<file path="src/rtl/spi_host_if.sv">
// spi_host_if: byte-stream and SPI pin bundle for spi_host.
//   tx_data/tx_last/tx_valid/tx_ready : byte stream into the controller
//   rx_data/rx_valid                  : byte shifted in from MISO, one-cycle strobe
//   busy                              : frame in progress
//   spi_cs/spi_sclk/spi_mosi/spi_miso : SPI mode-0 pins
// Modports: master = the controller itself, slave = the byte-stream client / SPI target side.
interface spi_host_if;
  logic [7:0] tx_data;
  logic       tx_last;
  logic       tx_valid;
  logic       tx_ready;
  logic [7:0] rx_data;
  logic       rx_valid;
  logic       busy;
  logic       spi_cs;
  logic       spi_sclk;
  logic       spi_mosi;
  logic       spi_miso;

  modport master (
    input  tx_data, tx_last, tx_valid, spi_miso,
    output tx_ready, rx_data, rx_valid, busy, spi_cs, spi_sclk, spi_mosi
  );

  modport slave (
    output tx_data, tx_last, tx_valid, spi_miso,
    input  tx_ready, rx_data, rx_valid, busy, spi_cs, spi_sclk, spi_mosi
  );
endinterface

</file>
<file path="src/rtl/spi_host.sv">
// spi_host: SPI mode-0 initiator fed by a valid/ready byte stream.
//   clk_i  : system clock, rising edge
//   rst_ni : synchronous active-low reset
//   bus    : spi_host_if.master (byte stream in, rx byte out, busy, SPI pins)
// Frames are one or more bytes, MSB first; CS stays low between bytes until
// a byte tagged last completes, then a HOLD and a GAP phase of CLK_DIV cycles.
// CLK_DIV is the sclk half-period in clk_i cycles (2..255).
module spi_host #(
  parameter int unsigned CLK_DIV = 4
) (
  input  logic       clk_i,
  input  logic       rst_ni,
  spi_host_if.master bus
);

  localparam int unsigned CW = (CLK_DIV > 1) ? $clog2(CLK_DIV) : 1;
  localparam logic [CW-1:0] PH_LOAD = CW'(CLK_DIV - 1);

  typedef enum logic [2:0] {IDLE, SETUP, SHIFT, NEXT, HOLD, GAP} state_t;

  state_t        state;
  logic [CW-1:0] ph_cnt;
  logic [2:0]    bit_cnt;
  logic [6:0]    tx_sh;     // bit 7 goes straight to mosi; only the remaining 7 are kept
  logic [6:0]    rx_sh;     // final bit is merged directly into rx_data
  logic          last;
  logic          cs_q;
  logic          sclk_q;
  logic          mosi_q;
  logic [7:0]    rx_data_q;
  logic          rx_valid_q;
  logic          accept;

  // A last byte never raises ready in NEXT; the FSM moves straight to HOLD.
  assign bus.tx_ready = (state == IDLE) || (state == NEXT && !last);
  assign accept       = bus.tx_valid && bus.tx_ready;
  assign bus.busy     = (state != IDLE);
  assign bus.spi_cs   = cs_q;
  assign bus.spi_sclk = sclk_q;
  assign bus.spi_mosi = mosi_q;
  assign bus.rx_data  = rx_data_q;
  assign bus.rx_valid = rx_valid_q;

  always_ff @(posedge clk_i) begin
    if (!rst_ni) begin
      state      <= IDLE;
      ph_cnt     <= '0;
      bit_cnt    <= '0;
      tx_sh      <= '0;
      rx_sh      <= '0;
      last       <= 1'b0;
      cs_q       <= 1'b1;
      sclk_q     <= 1'b0;
      mosi_q     <= 1'b0;
      rx_data_q  <= '0;
      rx_valid_q <= 1'b0;
    end else begin
      rx_valid_q <= 1'b0;
      case (state)
        IDLE, NEXT: begin
          if (state == NEXT && last) begin
            state  <= HOLD;
            ph_cnt <= PH_LOAD;
          end else if (accept) begin
            tx_sh   <= bus.tx_data[6:0];
            mosi_q  <= bus.tx_data[7];
            last    <= bus.tx_last;
            bit_cnt <= '0;
            cs_q    <= 1'b0;
            ph_cnt  <= PH_LOAD;
            state   <= SETUP;
          end
        end
        SETUP: begin
          if (ph_cnt == '0) begin
            sclk_q <= 1'b1;
            ph_cnt <= PH_LOAD;
            state  <= SHIFT;
          end else begin
            ph_cnt <= ph_cnt - CW'(1);
          end
        end
        SHIFT: begin
          if (ph_cnt != '0) begin
            ph_cnt <= ph_cnt - CW'(1);
          end else if (sclk_q) begin
            // End of high phase: sclk falls, MISO sampled, MOSI advances.
            sclk_q <= 1'b0;
            ph_cnt <= PH_LOAD;
            rx_sh  <= {rx_sh[5:0], bus.spi_miso};
            if (bit_cnt == 3'd7) begin
              rx_data_q  <= {rx_sh, bus.spi_miso};
              rx_valid_q <= 1'b1;
              mosi_q     <= 1'b0;
              state      <= NEXT;
            end else begin
              mosi_q  <= tx_sh[6];
              tx_sh   <= {tx_sh[5:0], 1'b0};
              bit_cnt <= bit_cnt + 3'd1;
            end
          end else begin
            sclk_q <= 1'b1;
            ph_cnt <= PH_LOAD;
          end
        end
        HOLD: begin
          mosi_q <= 1'b0;
          if (ph_cnt == '0) begin
            cs_q   <= 1'b1;
            ph_cnt <= PH_LOAD;
            state  <= GAP;
          end else begin
            ph_cnt <= ph_cnt - CW'(1);
          end
        end
        GAP: begin
          if (ph_cnt == '0) begin
            state <= IDLE;
          end else begin
            ph_cnt <= ph_cnt - CW'(1);
          end
        end
        default: begin
          state  <= IDLE;
          cs_q   <= 1'b1;
          sclk_q <= 1'b0;
          mosi_q <= 1'b0;
        end
      endcase
    end
  end

endmodule

</file>
<file path="src/flat_wrapper.sv">
// flat-port wrapper written by rule: the top's interface ports become plain ports
module spi_host_flat 
#(
  parameter int unsigned CLK_DIV = 4
)
  (clk_i, rst_ni, bus_tx_data, bus_tx_last, bus_tx_valid, bus_spi_miso, bus_tx_ready, bus_rx_data, bus_rx_valid, bus_busy, bus_spi_cs, bus_spi_sclk, bus_spi_mosi);
  spi_host_if bus_i ();
  input  logic clk_i;
  input  logic rst_ni;
  input wire logic [$bits(bus_i.tx_data)-1:0] bus_tx_data;
  input wire logic [$bits(bus_i.tx_last)-1:0] bus_tx_last;
  input wire logic [$bits(bus_i.tx_valid)-1:0] bus_tx_valid;
  input wire logic [$bits(bus_i.spi_miso)-1:0] bus_spi_miso;
  output wire logic [$bits(bus_i.tx_ready)-1:0] bus_tx_ready;
  output wire logic [$bits(bus_i.rx_data)-1:0] bus_rx_data;
  output wire logic [$bits(bus_i.rx_valid)-1:0] bus_rx_valid;
  output wire logic [$bits(bus_i.busy)-1:0] bus_busy;
  output wire logic [$bits(bus_i.spi_cs)-1:0] bus_spi_cs;
  output wire logic [$bits(bus_i.spi_sclk)-1:0] bus_spi_sclk;
  output wire logic [$bits(bus_i.spi_mosi)-1:0] bus_spi_mosi;
  assign bus_i.tx_data = bus_tx_data;
  assign bus_i.tx_last = bus_tx_last;
  assign bus_i.tx_valid = bus_tx_valid;
  assign bus_i.spi_miso = bus_spi_miso;
  assign bus_tx_ready = bus_i.tx_ready;
  assign bus_rx_data = bus_i.rx_data;
  assign bus_rx_valid = bus_i.rx_valid;
  assign bus_busy = bus_i.busy;
  assign bus_spi_cs = bus_i.spi_cs;
  assign bus_spi_sclk = bus_i.spi_sclk;
  assign bus_spi_mosi = bus_i.spi_mosi;
  spi_host #(.CLK_DIV(CLK_DIV)) u_core (.clk_i(clk_i), .rst_ni(rst_ni), .bus(bus_i));
endmodule
</file>
<file path="config.mk">
export PLATFORM = sky130hd
export DESIGN_NAME = spi_host_flat
export DESIGN_NICKNAME = d
export VERILOG_FILES = /design/src/rtl/spi_host_if.sv /design/src/rtl/spi_host.sv /design/src/flat_wrapper.sv
export SDC_FILE = /design/constraint.sdc
export NUM_CORES = 1
export LEC_CHECK = 0
export CAP_MARGIN = 15
export CORE_AREA = 3 3 81 83
export DETAILED_ROUTE_END_ITERATION = 12
export DIE_AREA = 0 0 84 86
export GPL_ROUTABILITY_DRIVEN = 0
export GPL_TIMING_DRIVEN = 0
export PLACE_DENSITY = 0.54
export SYNTH_ARGS = -nofsm -noshare
export SYNTH_HDL_FRONTEND = slang
export SYNTH_SLANG_ARGS = --single-unit
</file>
<file path="constraint.sdc">
create_clock -name clk_i -period 1.8 [get_ports clk_i]
set_clock_uncertainty 0.1 [all_clocks]
set_input_delay 0.27 -clock clk_i [delete_from_list [all_inputs] [get_ports clk_i]]
set_output_delay 0.27 -clock clk_i [all_outputs]
set_load 0.03 [all_outputs]
</file>
== After elaboration in Yosys (flattened, before gate mapping) ==
Cells that the tools add are included.
W data, S select, Z words.

* Bits in registers: 35
* Input port bits: 13
* Output and inout bits: 14
* Logic and storage cells: 105

* Add/subtract/negate cells: 2
* Eq/ne operators: 17
* Mux-type cells: 41
* Bitwise operators: 8
* Reduce and logical (&&, ||, !) cells: 26

{| class="wikitable"
|+ Operator list
! cell !! count
|-
| $mux W3 || 13
|-
| $mux W7 || 5
|-
| $pmux W3 S5 || 1
|-
| $pmux W7 S2 || 1
|-
| $ne A2 B1 Y1 const B || 6
|-
| $reduce_and A3 Y1 || 4
|-
| $mux W1 || 11
|-
| $mux W2 || 5
|-
| $eq A3 B3 Y1 const B || 3
|-
| $pmux W1 S3 || 3
|-
| $ne A2 B2 Y1 const B || 4
|-
| $not A1 Y1 || 8
|-
| $pmux W2 S4 || 1
|-
| $reduce_and A4 Y1 || 2
|-
| $reduce_or A4 Y1 || 2
|-
| $reduce_and A7 Y1 || 1
|-
| $eq A3 B2 Y1 const B || 2
|-
| $pmux W3 S2 || 1
|-
| $reduce_and A6 Y1 || 1
|-
| $reduce_or A2 Y1 || 3
|-
| $reduce_and A5 Y1 || 1
|-
| $reduce_bool A2 Y1 || 2
|-
| $reduce_bool A4 Y1 || 1
|-
| $add A3 B1 Y3 const B || 1
|-
| 10 further kinds || 12
|}

== Longest topological paths before layout ==
* Word-level depth: 7
* Mapped depth: 8
* Gate-level depth less buffers: 7

== Worst setup path before layout ==
OpenSTA, ideal clock, no wires.

* Path type: reg-to-reg
* Start: reg u_core.state[0]
* End: reg u_core.last
* Setup time: 128 ps
* Arrival time: 1,461 ps
* Path slack: 111 ps
* Stages on the path, launching flop included: 7
* Buffers on the path: 1
* Clock period less this slack: 1,689 ps
* Cells stage by stage: dfxtp_1 -> buf_6 -> or2_2 -> a21oi_2 -> nand2_1 -> mux2i_1 -> nor2_1

* Cells in the longest elaborated chain, start to end: 5
* Elaborated cells on any way between the ends: 9

{| class="wikitable"
|+ Ends and longest elaborated chain
! what !! RTL line !! text
|-
| start, declared || spi_host.sv:21 || <nowiki>state_t state;</nowiki>
|-
| start signal, assigned || spi_host.sv:46 || <nowiki>state <= IDLE;</nowiki>
|-
| start signal, assigned || spi_host.sv:62 || <nowiki>state <= HOLD;</nowiki>
|-
| start signal, assigned || spi_host.sv:71 || <nowiki>state <= SETUP;</nowiki>
|-
| $eq A3 B2 Y1 || spi_host.sv:35 || <nowiki>assign bus.tx_ready = (state == IDLE) || (state == NEXT && !last);</nowiki>
|-
| $logic_and A1 B1 Y1 || spi_host.sv:35 ||
|-
| $logic_or A1 B1 Y1 (*) || spi_host.sv:35 ||
|-
| via bus_tx_ready || flat_wrapper.sv:14 || <nowiki>output wire logic [$bits(bus_i.tx_ready)-1:0] bus_tx_ready;</nowiki>
|-
| $logic_and A1 B1 Y1 (*) || spi_host.sv:36 || <nowiki>assign accept = bus.tx_valid && bus.tx_ready;</nowiki>
|-
| $reduce_and A3 Y1 (no source line) (*) || -- ||
|-
| end signal, assigned || spi_host.sv:67 || <nowiki>last <= bus.tx_last;</nowiki>
|-
| end, declared || spi_host.sv:26 || <nowiki>logic last;</nowiki>
|}

The timed path passes the listed nets; every way through them passes the cells marked *.
A chain may end at the register's enable or synchronous reset.

== Final worst setup path ==
* Start: reg u_core.state[0]
* End: out bus_busy

* Cells in the longest elaborated chain, start to end: 1

{| class="wikitable"
|+ Ends and longest elaborated chain
! what !! RTL line !! text
|-
| $reduce_bool A3 Y1 || spi_host.sv:37 || <nowiki>assign bus.busy = (state != IDLE);</nowiki>
|-
| end, declared || flat_wrapper.sv:17 || <nowiki>output wire logic [$bits(bus_i.busy)-1:0] bus_busy;</nowiki>
|}

Every way passes these cells.

==> flow_summary.toml <==
[synthesis]
ys_types = 43
syn_inst = 208
syn_nets = 224
ys_seq_elements = 35
ys_seq_area_share_pct = 39.7
synth_largest_area_cell = "dfxtp_1"
syn-mean-instance-area_um2 = 8.48
synthArstFlopShare_pct = 0
synth_top_area_share_pct = 39.7
synthTopCellsByArea = "dfxtp_1 (40%), nand2_1 (7.4%), a21oi_1 (7.1%)"
ys.flop_type = "dfxtp_1"
synth_edf_count = 0
ys.warnings.count = 0
synth_area_um2 = 1760
netlist_top_cells_count = "dfxtp_1 (35), nand2_1 (35), a21oi_1 (25), nand3_1 (19), nor2_1 (14)"

[global_route]
grt_antenna_before_repair = 0
grt.total_usage_pct = 11.9
grt_pass1_wl_um = 6910
gr-total-overflow = 0
grt_max_degree = 12
grt_pass1_vias = 1379

[place]
dp_hpwl_um = 2930
portBuffers = 26
placed_area_um2 = 2120

[floorplan]
start_util_pct = 29.8
chipWidth_um = 84
dieArea_um2 = 7220
num_rows = 28
ios = 27
dieHeight_um = 86
core_area_um2 = 5920

[power_and_ir_drop]
peakVddDrop_uv = 592
power.total_mw = 2.75
power.leakage_nw = 0.893
p_clk_share_pct = 26.8
intPower_mw = 1.81
pwr-share-comb_pct = 38.1
sequentialPowerShare_pct = 35.1
switchingPower_uw = 938
p_sw_share_pct = 34.1
powerDensity_nw_per_um2 = 1180

[clock_network]
htreeDepth = 2
cts.root.buffer_cell = "clkbuf_8"
cts_tree = "yes"
clock_latency_ns = 0.29
clock-sinks = 35
clk_path_buf_depth = 2
clk_pin_slew_ns = 0.08
cts_buffers = 5

[cells_and_area]
drive_gt1_share_pct = 18.5
post-route-cell-area_um2 = 2330
area_growth_pct = 31.8
final_util_pct = 39.3
finish.net_count = 263
nFillCells = 625
n_antenna_cell = 0

[drt]
drc_errors = 0
drt-pass1-iter-count = 4
dr.first_iter.drc_count = 101
vias_per_cell = 4.87
via_count = 1573
wl_per_cell_um = 13.2
wl_um = 4250
antenna_left = 0

[setup_path]
required_ns = 1.43
cp_data_arrival_time_ns = 1.37
path_class = "register to output port"
critPathLaunchType = "register"
end_kind = "output port"
r2r_slack_ns = 0.09
cp_max_fo = 10

[timing]
drv_slew = 0
hold_violations = 0
whs_ns = 0.358
slew_headroom_pct = 66.4
fin_crit_ns = 1.74
fmax_mhz = 576
worst_pin_slew_ns = 0.505
finalCritPeriodShare_pct = 96.5
setup_viol = 0
tns_ns = 0

[flow_run]
maxCapViolations = 0

[status]
status = "finished clean"

[worst_hold_path]
hold_class = "primary input to register"
==> power groups by stage <==
stage	clock, mW	sequential (mW)	combinational, mW
6_report	0.739	0.966	1.05
5_1_grt	0.792	0.981	1.16
4_1_cts	0.751	0.967	0.942
3_5_place_dp	0	0.981	0.947
3_3_place_gp	0	0.979	0.945
2_1_floorplan	0	1.01	0.665
==> metrics by stage <==
stage | setup WS [ns] | cells
finish | 0.0629 | 323
global route | -0.0408 | 323
CTS | -0.0325 | 317
detailed placement | -0.334 | 309
global placement | -0.326 | 309
floorplan | 0.111 | 208
==> routing by layer <==
metal | wire [um] | track usage [%]
met1 | 2170 | 17.0
met2 | 1870 | 17.3
met3 | 191 | 3.94
met4 | 23 | 3.07
met5 | 0 | 0
==> sequential cells by signal (all words and copies together) (netlist names) <==
signal / count
u_core.ph_cnt: 2
u_core.bus.rx_data: 8
u_core.bus.rx_valid: 1
u_core.rx_sh: 7
u_core.tx_sh: 7
u_core.bus.spi_mosi: 1
u_core.state: 3
u_core.bus.spi_cs: 1
u_core.bit_cnt: 3
u_core.last: 1
u_core.bus.spi_sclk: 1
==> final cells by class <==
cell class,count,area (um^2),share of cell area (%)
plain buffers,14,105,4.52
repair buffers,32,300,12.9
inverters,5,18.8,0.807
clock inverters,2,35.0,1.51
clock buffers,6,82.6,3.55
flip-flops and latches,35,707,30.4
well taps,75,93.8,4.03
multi-input cells,154,983,42.3
==> worst max-delay path, cell delays in order, from the launching register on <==
cell and delay [ns]:
dfxtp_4 0.35, buf_6 0.13, or3_4 0.40, buf_2 0.19
==> worst paths after layout <==
kind,from,end,cells after the start
max reg2reg,u_core.ph_cnt[0],u_core.ph_cnt[0],7
min reg2reg,u_core.bus.rx_data[6],u_core.bus.rx_data[6],2
min,bus_tx_valid,u_core.last,4
max,u_core.state[0],bus_busy,3
==> layout by cell type, fill, tap and decap left out, types with 2 or more instances in the layout <==
cell	synthesis	layout
o211a_1	4	4
dfxtp_2	0	2
a21oi_2	2	2
buf_6	3	6
o31ai_1	2	2
nor2_1	14	14
clkbuf_1	4	3
buf_4	2	7
nand2b_1	3	3
mux2i_1	9	9
clkbuf_8	0	6
a21oi_1	25	25
clkdlybuf4s50_1	0	22
o21ai_0	7	7
dfxtp_1	35	32
buf_2	5	5
nand2_1	35	35
nor2b_1	2	2
nand3b_1	2	2
ha_1	3	3
a211oi_2	2	2
a31oi_1	3	3
inv_1	4	4
nand3_1	19	18
==> logic make-up after synthesis <==
family          synth area share (%)
fa+ha+maj                       2.13
compound gates                  23.5
simple gates                    23.4
flops                           39.7
buf+inv                         6.10
mux                             5.11
==> timing repair <==
action / CTS / global route
buffers inserted: 0 / 5
resized for setup: 16 / 16
hold buffers: 0 / 0
endpoints found under the setup margin: 7 / 28
pin swaps: 0 / 3
cloned: 0 / 1
Note: power is estimated with default switching activity, not from simulation.
